## config.mk

```make
export PLATFORM = sky130hd
export DESIGN_NAME = rv32_mod_load_store_unit
export DESIGN_NICKNAME = d
export VERILOG_FILES = /design/src/rtl/rv32_mod_load_store_unit.sv
export SDC_FILE = /design/constraint.sdc
export NUM_CORES = 1
export LEC_CHECK = 0
export BUFFER_PORTS_ARGS = -buffer_cell sky130_fd_sc_hd__buf_4
export CAP_MARGIN = 20
export CORE_ASPECT_RATIO = 0.75
export CORE_MARGIN = 2
export CORE_UTILIZATION = 50
export DETAILED_ROUTE_END_ITERATION = 10
export GPL_ROUTABILITY_DRIVEN = 1
export PLACE_DENSITY = 0.8
export SETUP_SLACK_MARGIN = 0.5
export SYNTH_ARGS = -nofsm -noshare
export SYNTH_HDL_FRONTEND = slang
export SYNTH_SLANG_ARGS = --single-unit
```

## constraint.sdc

```tcl
create_clock -name clk -period 4.8 [get_ports clk]
set_input_delay 0.96 -clock clk [delete_from_list [all_inputs] [get_ports clk]]
set_output_delay 0.96 -clock clk [all_outputs]
set_load 0.05 [all_outputs]
```

## src/rtl/rv32_mod_load_store_unit.sv

```systemverilog
// Load/store unit for the rv32imc single-stage core.
// Issues one word-addressed bus access at a time, with byte enables and lane-replicated
// store data, and returns sign- or zero-extended load data as a one-cycle response pulse.
// Optional feature macro: RV32_LSU_MISALIGN_TRAP_EN (misaligned half/word accesses fault
// instead of being truncated to natural alignment).
module rv32_mod_load_store_unit #(
    parameter int unsigned TIMEOUT_CYCLES = 255
) (
    input  logic        clk,
    input  logic        rst,
    input  logic        req_valid,
    output logic        req_ready,
    input  logic        req_wr,
    input  logic [2:0]  req_funct3,
    input  logic [31:0] req_addr,
    input  logic [31:0] req_wdata,
    output logic        resp_valid,
    output logic [31:0] resp_rdata,
    output logic        resp_err,
    output logic        stall,
    output logic        bus_req,
    output logic        bus_wr,
    output logic [31:0] bus_addr,
    output logic [3:0]  bus_be,
    output logic [31:0] bus_wdata,
    input  logic        bus_ack,
    input  logic [31:0] bus_rdata,
    input  logic        bus_err
);

    typedef enum logic [1:0] {StIdle, StBus, StResp} state_e;

    // 9 bits so the compare against 255 cannot wrap.
    localparam logic [8:0] TimeoutLim = 9'(TIMEOUT_CYCLES);

    state_e      state_q, state_d;
    logic [7:0]  cnt_q, cnt_d;
    logic [1:0]  lane_q, lane_d;
    logic [2:0]  funct3_q, funct3_d;
    logic [31:0] resp_rdata_q, resp_rdata_d;
    logic        resp_err_q, resp_err_d;
    logic        bus_wr_q, bus_wr_d;
    logic [31:0] bus_addr_q, bus_addr_d;
    logic [3:0]  bus_be_q, bus_be_d;
    logic [31:0] bus_wdata_q, bus_wdata_d;

    logic        illegal;
    logic        timeout_hit;
    logic [1:0]  lane_sel;
    logic [3:0]  be_sel;
    logic [31:0] wdata_sel;
    logic [31:0] rdata_shift;
    logic [31:0] load_data;

    // Decode legality and lane placement of the incoming request.
    always_comb begin
        illegal   = (req_funct3 == 3'b011) || (req_funct3 == 3'b110) ||
                    (req_funct3 == 3'b111) || (req_wr && req_funct3[2]);
`ifdef RV32_LSU_MISALIGN_TRAP_EN
        illegal   = illegal ||
                    ((req_funct3[1:0] == 2'b01) && req_addr[0]) ||
                    ((req_funct3[1:0] == 2'b10) && (req_addr[1:0] != 2'b00));
`endif
        lane_sel  = 2'b00;
        be_sel    = 4'b1111;
        wdata_sel = req_wdata;
        unique case (req_funct3[1:0])
            2'b00: begin
                lane_sel  = req_addr[1:0];
                be_sel    = 4'b0001 << req_addr[1:0];
                wdata_sel = {4{req_wdata[7:0]}};
            end
            2'b01: begin
                // Misaligned halves are truncated to the half-word boundary.
                lane_sel  = {req_addr[1], 1'b0};
                be_sel    = 4'b0011 << {req_addr[1], 1'b0};
                wdata_sel = {2{req_wdata[15:0]}};
            end
            default: begin
                lane_sel  = 2'b00;
                be_sel    = 4'b1111;
                wdata_sel = req_wdata;
            end
        endcase
    end

    // Align the returned word to the accessed lane and extend it.
    always_comb begin
        rdata_shift = bus_rdata >> {lane_q, 3'b000};
        unique case (funct3_q)
            3'b000:  load_data = {{24{rdata_shift[7]}}, rdata_shift[7:0]};
            3'b001:  load_data = {{16{rdata_shift[15]}}, rdata_shift[15:0]};
            3'b100:  load_data = {24'b0, rdata_shift[7:0]};
            3'b101:  load_data = {16'b0, rdata_shift[15:0]};
            default: load_data = rdata_shift;
        endcase
    end

    // Expiry on the cycle the counter would reach the limit; 0 disables.
    assign timeout_hit = (TimeoutLim != 9'd0) && (({1'b0, cnt_q} + 9'd1) == TimeoutLim);

    // Next-state logic: FSM, timeout counter, bus request capture and response capture.
    always_comb begin
        state_d      = state_q;
        cnt_d        = cnt_q;
        lane_d       = lane_q;
        funct3_d     = funct3_q;
        resp_rdata_d = resp_rdata_q;
        resp_err_d   = resp_err_q;
        bus_wr_d     = bus_wr_q;
        bus_addr_d   = bus_addr_q;
        bus_be_d     = bus_be_q;
        bus_wdata_d  = bus_wdata_q;
        unique case (state_q)
            StIdle: begin
                if (req_valid) begin
                    if (illegal) begin
                        state_d      = StResp;
                        resp_rdata_d = 32'b0;
                        resp_err_d   = 1'b1;
                    end else begin
                        state_d     = StBus;
                        cnt_d       = 8'd0;
                        lane_d      = lane_sel;
                        funct3_d    = req_funct3;
                        bus_wr_d    = req_wr;
                        bus_addr_d  = {req_addr[31:2], 2'b00};
                        bus_be_d    = be_sel;
                        bus_wdata_d = wdata_sel;
                    end
                end
            end
            StBus: begin
                if (bus_err) begin
                    state_d      = StResp;
                    resp_rdata_d = 32'b0;
                    resp_err_d   = 1'b1;
                end else if (bus_ack) begin
                    state_d      = StResp;
                    resp_rdata_d = bus_wr_q ? 32'b0 : load_data;
                    resp_err_d   = 1'b0;
                end else if (timeout_hit) begin
                    state_d      = StResp;
                    resp_rdata_d = 32'b0;
                    resp_err_d   = 1'b1;
                end else begin
                    cnt_d = cnt_q + 8'd1;
                end
            end
            default: begin
                state_d = StIdle;
            end
        endcase
    end

    // State and datapath registers; reset abandons any in-flight access.
    always_ff @(posedge clk or posedge rst) begin
        if (rst) begin
            state_q      <= StIdle;
            cnt_q        <= 8'd0;
            lane_q       <= 2'b00;
            funct3_q     <= 3'b000;
            resp_rdata_q <= 32'b0;
            resp_err_q   <= 1'b0;
            bus_wr_q     <= 1'b0;
            bus_addr_q   <= 32'b0;
            bus_be_q     <= 4'b0;
            bus_wdata_q  <= 32'b0;
        end else begin
            state_q      <= state_d;
            cnt_q        <= cnt_d;
            lane_q       <= lane_d;
            funct3_q     <= funct3_d;
            resp_rdata_q <= resp_rdata_d;
            resp_err_q   <= resp_err_d;
            bus_wr_q     <= bus_wr_d;
            bus_addr_q   <= bus_addr_d;
            bus_be_q     <= bus_be_d;
            bus_wdata_q  <= bus_wdata_d;
        end
    end

    // Outputs decoded directly from state so they drop with an asynchronous reset.
    always_comb begin
        req_ready  = (state_q == StIdle);
        stall      = (state_q != StIdle);
        bus_req    = (state_q == StBus);
        resp_valid = (state_q == StResp);
        resp_err   = (state_q == StResp) && resp_err_q;
        resp_rdata = resp_rdata_q;
        bus_wr     = bus_wr_q;
        bus_addr   = bus_addr_q;
        bus_be     = bus_be_q;
        bus_wdata  = bus_wdata_q;
    end

endmodule
```

==> Yosys cells after proc, flatten, opt, wreduce, memory -nomap -nowiden <==
Index checks and enable logic that the tools add are counted.
Widths: inputs -> output; s select.
{ "word_totals": {"ff_bits": 115, "in_bits": 105, "output_inout_bits": 106, "wordCells": 76} }
{ "classes": {"n_addsub": 2, "n_eq_ne": 17, "n_shift": 3, "n_mux": 29, "bitwise": 1, "reduce_logical": 14} }
{ "ops": {"columns": ["cell", "count"], "rows": [
  ["$mux 32", 6],
  ["$pmux 32 s2", 2],
  ["$pmux 32 s4", 1],
  ["$mux 8", 5],
  ["$shr 32x5->32", 1],
  ["$pmux 8 s2", 1],
  ["$eq 3x3->1 const B", 4],
  ["$mux 2", 5],
  ["$ne 2x2->1 const B", 5],
  ["$add 8x1->9 const B", 1],
  ["$eq 9x8->1 const B", 1],
  ["$add 8x1->8 const B", 1],
  ["$pmux 2 s2", 2],
  ["$pmux 4 s2", 1],
  ["$reduce_and 6->1", 1],
  ["$mux 1", 5],
  ["$eq 2x1->1 const B", 2],
  ["$logic_not 2->1", 2],
  ["$ne 4x1->1 const B", 1],
  ["$reduce_and 4->1", 1],
  ["$reduce_bool 2->1", 2],
  ["$shl 1x2->4 const A", 1],
  ["$shl 2x2->4 const A", 1],
  ["$eq 3x1->1 const B", 1],
  ["other kinds (10)", 13]
]} }

==> Depth between registers and ports, before layout <==
Gate-level depths: netlist of the first run.
{ "logic_depth": {"depth_word": 7, "mapped_depth": 8, "ltp_nobuf": 6} }

==> Worst setup path after synthesis of the first run <==
Ideal clock, no wire load.
{ "synth_timing": {"path_type": "reg-to-output", "startpoint": "register state_q[1]", "endpoint": "output resp_err", "arrival_time_ns": 1.681, "required_time_ns": 3.840, "path_slack_ns": 2.159, "path_stages_with_launch": 3, "n_path_buf": 0, "path_cell_list": "dfrtp_1 > nor2b_1 > and2_1"} }
{ "synth_between": {"elab_chain_cells": 2} }
{ "synth_lines": {"columns": ["element", "line_no", "source"], "rows": [
  ["start: declaration", "36", "state_e state_q, state_d;"],
  ["start signal: assignment", "159", "state_q <= StIdle;"],
  ["start signal: assignment", "170", "state_q <= state_d;"],
  ["$eq 2x2->1", null, null],
  ["net resp_valid", "17", "output logic resp_valid,"],
  ["$logic_and 1x1->1", "189", "resp_err = (state_q == StResp) && resp_err_q;"],
  ["end: declaration", "19", "output logic resp_err,"]
]} }
The timed path passes the listed nets, and every way through them passes these cells.

==> Worst setup path after layout of the first run <==
{ "layout_timing": {"startpoint": "register lane_q[1]", "endpoint": "register resp_rdata_q[22] (netlist: resp_rdata[22])"} }
{ "layout_between": {"elab_chain_cells": 6} }
{ "layout_lines": {"columns": ["element", "line_no", "source"], "rows": [
  ["start: declaration", "38", "logic [1:0] lane_q, lane_d;"],
  ["start signal: assignment", "172", "lane_q <= lane_d;"],
  ["$shr 32x5->32", "89", "rdata_shift = bus_rdata >> {lane_q, 3'b000};"],
  ["$pmux 32 s4", "90", "unique case (funct3_q)"],
  ["$mux 32", "140", "resp_rdata_d = bus_wr_q ? 32'b0 : load_data;"],
  ["$mux 32", "138", "end else if (bus_ack) begin"],
  ["$mux 32", "134", "if (bus_err) begin"],
  ["$pmux 32 s2", "114", "unique case (state_q)"],
  ["end signal: assignment", "174", "resp_rdata_q <= resp_rdata_d;"],
  ["end: declaration", "40", "logic [31:0] resp_rdata_q, resp_rdata_d;"]
]} }
No other way between the ends.
A chain may end at the register's enable or synchronous reset.

==> results.cfg, run 1 <==
[synth]
ys.flop_type = dfrtp_1
ys_seq_elements = 115
synth-simple-area-share_pct = 14.9
ys_seq_area_share_pct = 49.2
synthMuxAreaShare_pct = 11.7
synthAdderAreaFrac_pct = 0.428
synth_edf_count = 0
synth_compound_area_share_pct = 17.6
synthesis.area_um2 = 5850
avgSynthCellArea_um2 = 9.49
yosys_warnings = 0
synthCells = 616
ys_types = 60
async_flop_share_pct = 100
synth_xor_area_share_pct = 0.150
synth_top_family_by_area = compound AO/OA/AOI/OAI gates

[clock_network]
cts_tree = yes
cts_setup_buffers = 0
cts-buffers-inserted = 17
ctsLongestPathBuffers = 2
postCtsHoldBufs = 0
clk_pin_slew_ns = 0.05
cts.sinks = 115
h-tree-depth = 4
cts_resized = 0
cts_root_buf = clkbuf_16
clock_latency_ns = 0.41

[worst_setup_path]
path_cells = nor2b_1, a2bb2oi_1, mux2i_2, nand2_1, o2111ai_1
worstReg2RegStart = lane_q[1]
critPathRequiredTime_ns = 5.11
cp-start-kind = flip-flop
cp_slowest_stage_delay_ns = 0.76
worstSetupPathType = reg2reg
endpoint_kind = flip-flop
arrival_ns = 3.22
r2r_end = resp_rdata[22]
r2r_slack_ns = 1.89
crit_fanout = 27
cpMaxStageDelayCell = dfrtp_1
reg2reg_depth = 5

[floorplanning]
fp.coreArea_um2 = 11500
placement_rows = 34
boundaryPins = 211
start_util_pct = 50.9
dieHeight_um = 97.7
dieArea_um2 = 12600
die_w_um = 129

[pwr]
combPwrFrac_pct = 41.3
vdd_ir_drop_max_uv = 370
sw_frac_of_total_pct = 43.0
pwr-share-clk_pct = 26.9
seqPwrFrac_pct = 31.8
pwr_density_cell_nw_per_um2 = 543
p_sw_mw = 1.88
leakagePower_nw = 3.94
intPower_mw = 2.49

[run_status]
status = complete, no violations

[min_path]
hold_end = bus_addr[10]
hold_class = reg2reg
whs_path_depth = 2
worstHoldStart = bus_addr[10]

[global_route]
grt-ovfl-total = 0
track_usage_pct = 27.2
grt_pass1_wl_um = 27100
grt_pass1_vias = 5371
grt_max_degree = 72
antenna_found_initial = 0

[final_layout]
nFillCells = 872
layoutNonFillerInstCount = 969
final_common_cell = buf_4
most-common-layout-cells = buf_4, nand2_1, dfrtp_1, inv_1, mux2i_1
final_nets = 919
drive_gt1_share_pct = 34.9
area_growth_syn_to_layout_pct = 37.8
diodes = 0

[detailed_routing]
via_per_inst = 5.59
dr_total_vias = 5413
dr.first_iter.drc_count = 562
drc = 0
dr.pass1.iters = 8
antenna_left = 0
wl_um = 16700
wl_per_cell_um = 17.3

[sta]
fin_skew_ns = 0.00850
fmax_mhz = 344
max_slew_margin_pct = 27.6
setup_violations = 0
post-route-period-util_pct = 60.6
tightestPinTransition_ns = 1.08
final-hold-violation-count = 0
fin_crit_ns = 2.91
rsz0062_at_grt = false
fin_setup_tns_ns = 0
drv_slew = 0

[placed_design]
finalWeightedCongestion = 0.905
port_buffers = 208
dp_hpwl_um = 12000
dp.cells = 936

[job]
cap_violations = 0
## cell usage after synthesis, drive strengths merged (3+ instances only)
master	count	area [um2]
mux2i	42	424
o221ai	3	32.5
nand2b	3	18.8
nor2	24	90.1
nor2b	4	25.0
a22oi	15	113
clkbuf	23	86.3
o32ai	3	45.1
o21ai	65	329
inv	43	161
buf	18	100
mux2	21	236
dfrtp	115	2880
o211a	4	40.0
nor3	4	25.0
nor3b	3	27.5
a21o	7	52.6
nand3	11	60.1
a21oi	11	55.1
nand2	140	526
a2bb2oi	8	70.1
o2111ai	8	88.8
a222oi	8	80.1
## through the flow
stage | hold WS [ns] | area (um2) | setup slack [ns] | utilization, % | power [mW]
global placement | 0.461 | 7490 | 1.68 | 65.2 | 3.16
CTS | 0.480 | 8040 | 2.00 | 70.0 | 4.39
global route | 0.504 | 8060 | 1.78 | 70.2 | 4.58
finish | 0.478 | 8060 | 1.89 | 70.2 | 4.38
floorplan | 0.503 | 5850 | 0.796 | - | 2.60
detailed placement | 0.466 | 7490 | 1.62 | 65.2 | 3.21
## per-layer routing
layer | GRT usage, % | wire length, um
met1 | 36.1 | 7040
met2 | 43.8 | 8070
met3 | 7.49 | 1320
met4 | 7.86 | 297
met5 | 0 | 0
## registers in the layout, indices dropped and copies added (netlist names)
signal      cells
lane_q          2
bus_addr       30
resp_err_q      1
bus_be          4
funct3_q        3
cnt_q           8
resp_rdata     32
bus_wr          1
state_q         2
bus_wdata      32
## area by class of cell
type | instances | area (um2) | share of cell area [%]
clock inverter | 13 | 113 | 1.40
timing repair buffer | 217 | 1650 | 20.5
clock buffer | 19 | 443 | 5.50
inverter | 43 | 164 | 2.03
sequential | 115 | 2880 | 35.7
multi-input combinational | 418 | 2630 | 32.7
tap | 144 | 180 | 2.24
## worst max-delay path by stage
| stage | from | cells after the start | slack, ns | endpoint |
|---|---|---|---|---|
| 4_1_cts | lane_q[1] | 5 | 2.00 | resp_rdata[22] |
| 2_1_floorplan | rst | 1 | 0.80 | bus_addr[10] |
| 5_1_grt | lane_q[1] | 5 | 1.78 | resp_rdata[22] |
| 3_5_place_dp | req_funct3[1] | 5 | 1.62 | bus_wdata[0] |
| 6_report | lane_q[1] | 5 | 1.89 | resp_rdata[22] |
| 3_3_place_gp | req_funct3[1] | 7 | 1.68 | cnt_q[7] |
## power groups by stage
stage | sequential (mW) | clock [mW] | combinational, mW
floorplan | 2.10 | 0 | 0.494
global placement | 1.39 | 0 | 1.78
detailed placement | 1.40 | 0 | 1.81
CTS | 1.39 | 1.19 | 1.81
global route | 1.42 | 1.24 | 1.91
finish | 1.39 | 1.18 | 1.81
## critical path, delay by kind of cell (launching register included)
kind               cells  cell delay, ns
and+or+nand+nor        2            1.13
DFF                    1            0.76
muxes                  1            0.48
AOI/OAI and AO/OA      2            0.42
## logic make-up (layout without fill, tap and decap cells)
| family | Yosys count | count (layout) |
|---|---|---|
| adders and majority gates | 2 | 2 |
| AOI/OAI and AO/OA | 147 | 147 |
| muxes | 64 | 64 |
| DFF | 115 | 115 |
| other | 1 | 2 |
| and+or+nand+nor | 202 | 202 |
| xor gates and xnor gates | 1 | 1 |
| buffers and inverters | 84 | 292 |
Note: power is estimated with default switching activity, not from simulation.
==> run 2: changes to the inputs <==
==> constraint.sdc (replaced) <==
create_clock -name clk -period 3 [get_ports clk]
set_input_delay 0.6 -clock clk [delete_from_list [all_inputs] [get_ports clk]]
set_output_delay 0.6 -clock clk [all_outputs]
set_load 0.05 [all_outputs]
==> results.cfg, run 2 (synthesis gave the netlist of run 1 again) <==
[detailed_routing]
via_per_inst = 5.52
antenna_left = 0
drc = 0
wl_per_cell_um = 17.0
dr.first_iter.drc_count = 438
dr.pass1.iters = 6
wl_um = 16500
dr_total_vias = 5370

[global_route]
grt-ovfl-total = 0
grt_pass1_vias = 5237
grt_max_degree = 91
grt_pass1_wl_um = 26600
antenna_found_initial = 0
track_usage_pct = 26.8

[clock_network]
clock_latency_ns = 0.40
cts_resized = 0
h-tree-depth = 4
clk_pin_slew_ns = 0.05
cts.sinks = 115
ctsLongestPathBuffers = 2
postCtsHoldBufs = 0
cts_setup_buffers = 0
cts_root_buf = clkbuf_16
cts_tree = yes
cts-buffers-inserted = 17

[final_layout]
area_growth_syn_to_layout_pct = 39.4
diodes = 0
drive_gt1_share_pct = 35.3
most-common-layout-cells = buf_4, nand2_1, dfrtp_1, inv_1, mux2i_1
final_common_cell = buf_4
final_core_util_pct = 71.0
final_nets = 927

[worst_setup_path]
crit_fanout = 14
arrival_ns = 2.60
endpoint_kind = flip-flop
worstSetupPathType = reg2reg
critPathRequiredTime_ns = 3.26
worstReg2RegStart = cnt_q[0]
cp-start-kind = flip-flop
critPathLaunch = cnt_q[0]

[floorplanning]
dieHeight_um = 97.7
fp.coreArea_um2 = 11500
die_w_um = 129
dieArea_um2 = 12600
start_util_pct = 50.9
placement_rows = 34
boundaryPins = 211

[pwr]
pwr_density_cell_nw_per_um2 = 871
combPwrFrac_pct = 41.3
intPower_mw = 4.18
seqPwrFrac_pct = 30.9
leakagePower_nw = 4.02
p_sw_mw = 2.92
finalPower_mw = 7.10
sw_frac_of_total_pct = 41.2
pwr-share-clk_pct = 27.8
vdd_ir_drop_max_uv = 643

[sta]
fin_skew_ns = 0.00980
rsz0062_at_grt = false
post-route-period-util_pct = 78.1
fin_crit_ns = 2.34
setup_violations = 0
final-hold-violation-count = 0
tightestPinTransition_ns = 0.653
finalWorstSetupSlack_ns = 0.657
whs_ns = 0.259
max_slew_margin_pct = 56.4
drv_slew = 0
fmax_mhz = 427
fin_setup_tns_ns = 0

[placed_design]
port_buffers = 208
pre_cts_slack_ns = 0.726
finalWeightedCongestion = 0.926
dp_hpwl_um = 12000

[job]
cap_violations = 0

[run_status]
status = complete, no violations

[min_path]
hold_class = in2async
## run 2: per-stage QoR
stage | instances | instance area, um2
floorplan | 617 | 5850
global placement | 945 | 7570
detailed placement | 945 | 7570
CTS | 973 | 8150
global route | 973 | 8150
finish | 973 | 8150
## run 2: final timing paths
path,to,slack [ns],depth (start not counted)
max in group asynchronous,cnt_q[2],1.85,3
max,resp_rdata[7],0.66,7
min in group clk,bus_addr[2],0.38,3
max reg2reg,resp_rdata[7],0.66,7
min,bus_wdata[16],0.26,2
min reg2reg,bus_addr[12],0.47,2
## run 2: per-layer routing
metal  share of wire [%]  wire, um  GRT usage, %  vias up
li1                    -         -             -     2535
met4                 1.1       182          6.69        0
met2                  48      7950          42.2      209
met5                   0         0             0        -
met3                 8.1      1340          8.20       18
met1                  43      7040          36.3     2608
## run 2: area by class of cell
class,instances,area (um2)
Multi-Input combinational cell,418,2630
Sequential cell,115,2880
Tap cell,144,180
Inverter,43,165
Clock buffer,23,508
Clock inverter,5,75.1
Fill cell,880,3330
Timing Repair Buffer,225,1710
## run 2: power groups by stage
stage / clock [mW] / sequential [mW] / combinational, mW
2_1_floorplan: 0 / 3.37 / 0.791
3_3_place_gp: 0 / 2.19 / 2.89
3_5_place_dp: 0 / 2.21 / 2.93
4_1_cts: 2.00 / 2.20 / 2.94
5_1_grt: 2.08 / 2.25 / 3.09
6_report: 1.97 / 2.20 / 2.93
## run 2: worst max-delay path, stage by stage (launching register included)
cell	delay (ns)
dfrtp_1	0.49
ha_1	0.29
inv_1	0.12
nor3_1	0.26
o32ai_4	0.18
o21ai_2	0.41
buf_4	0.30
o221ai_1	0.14
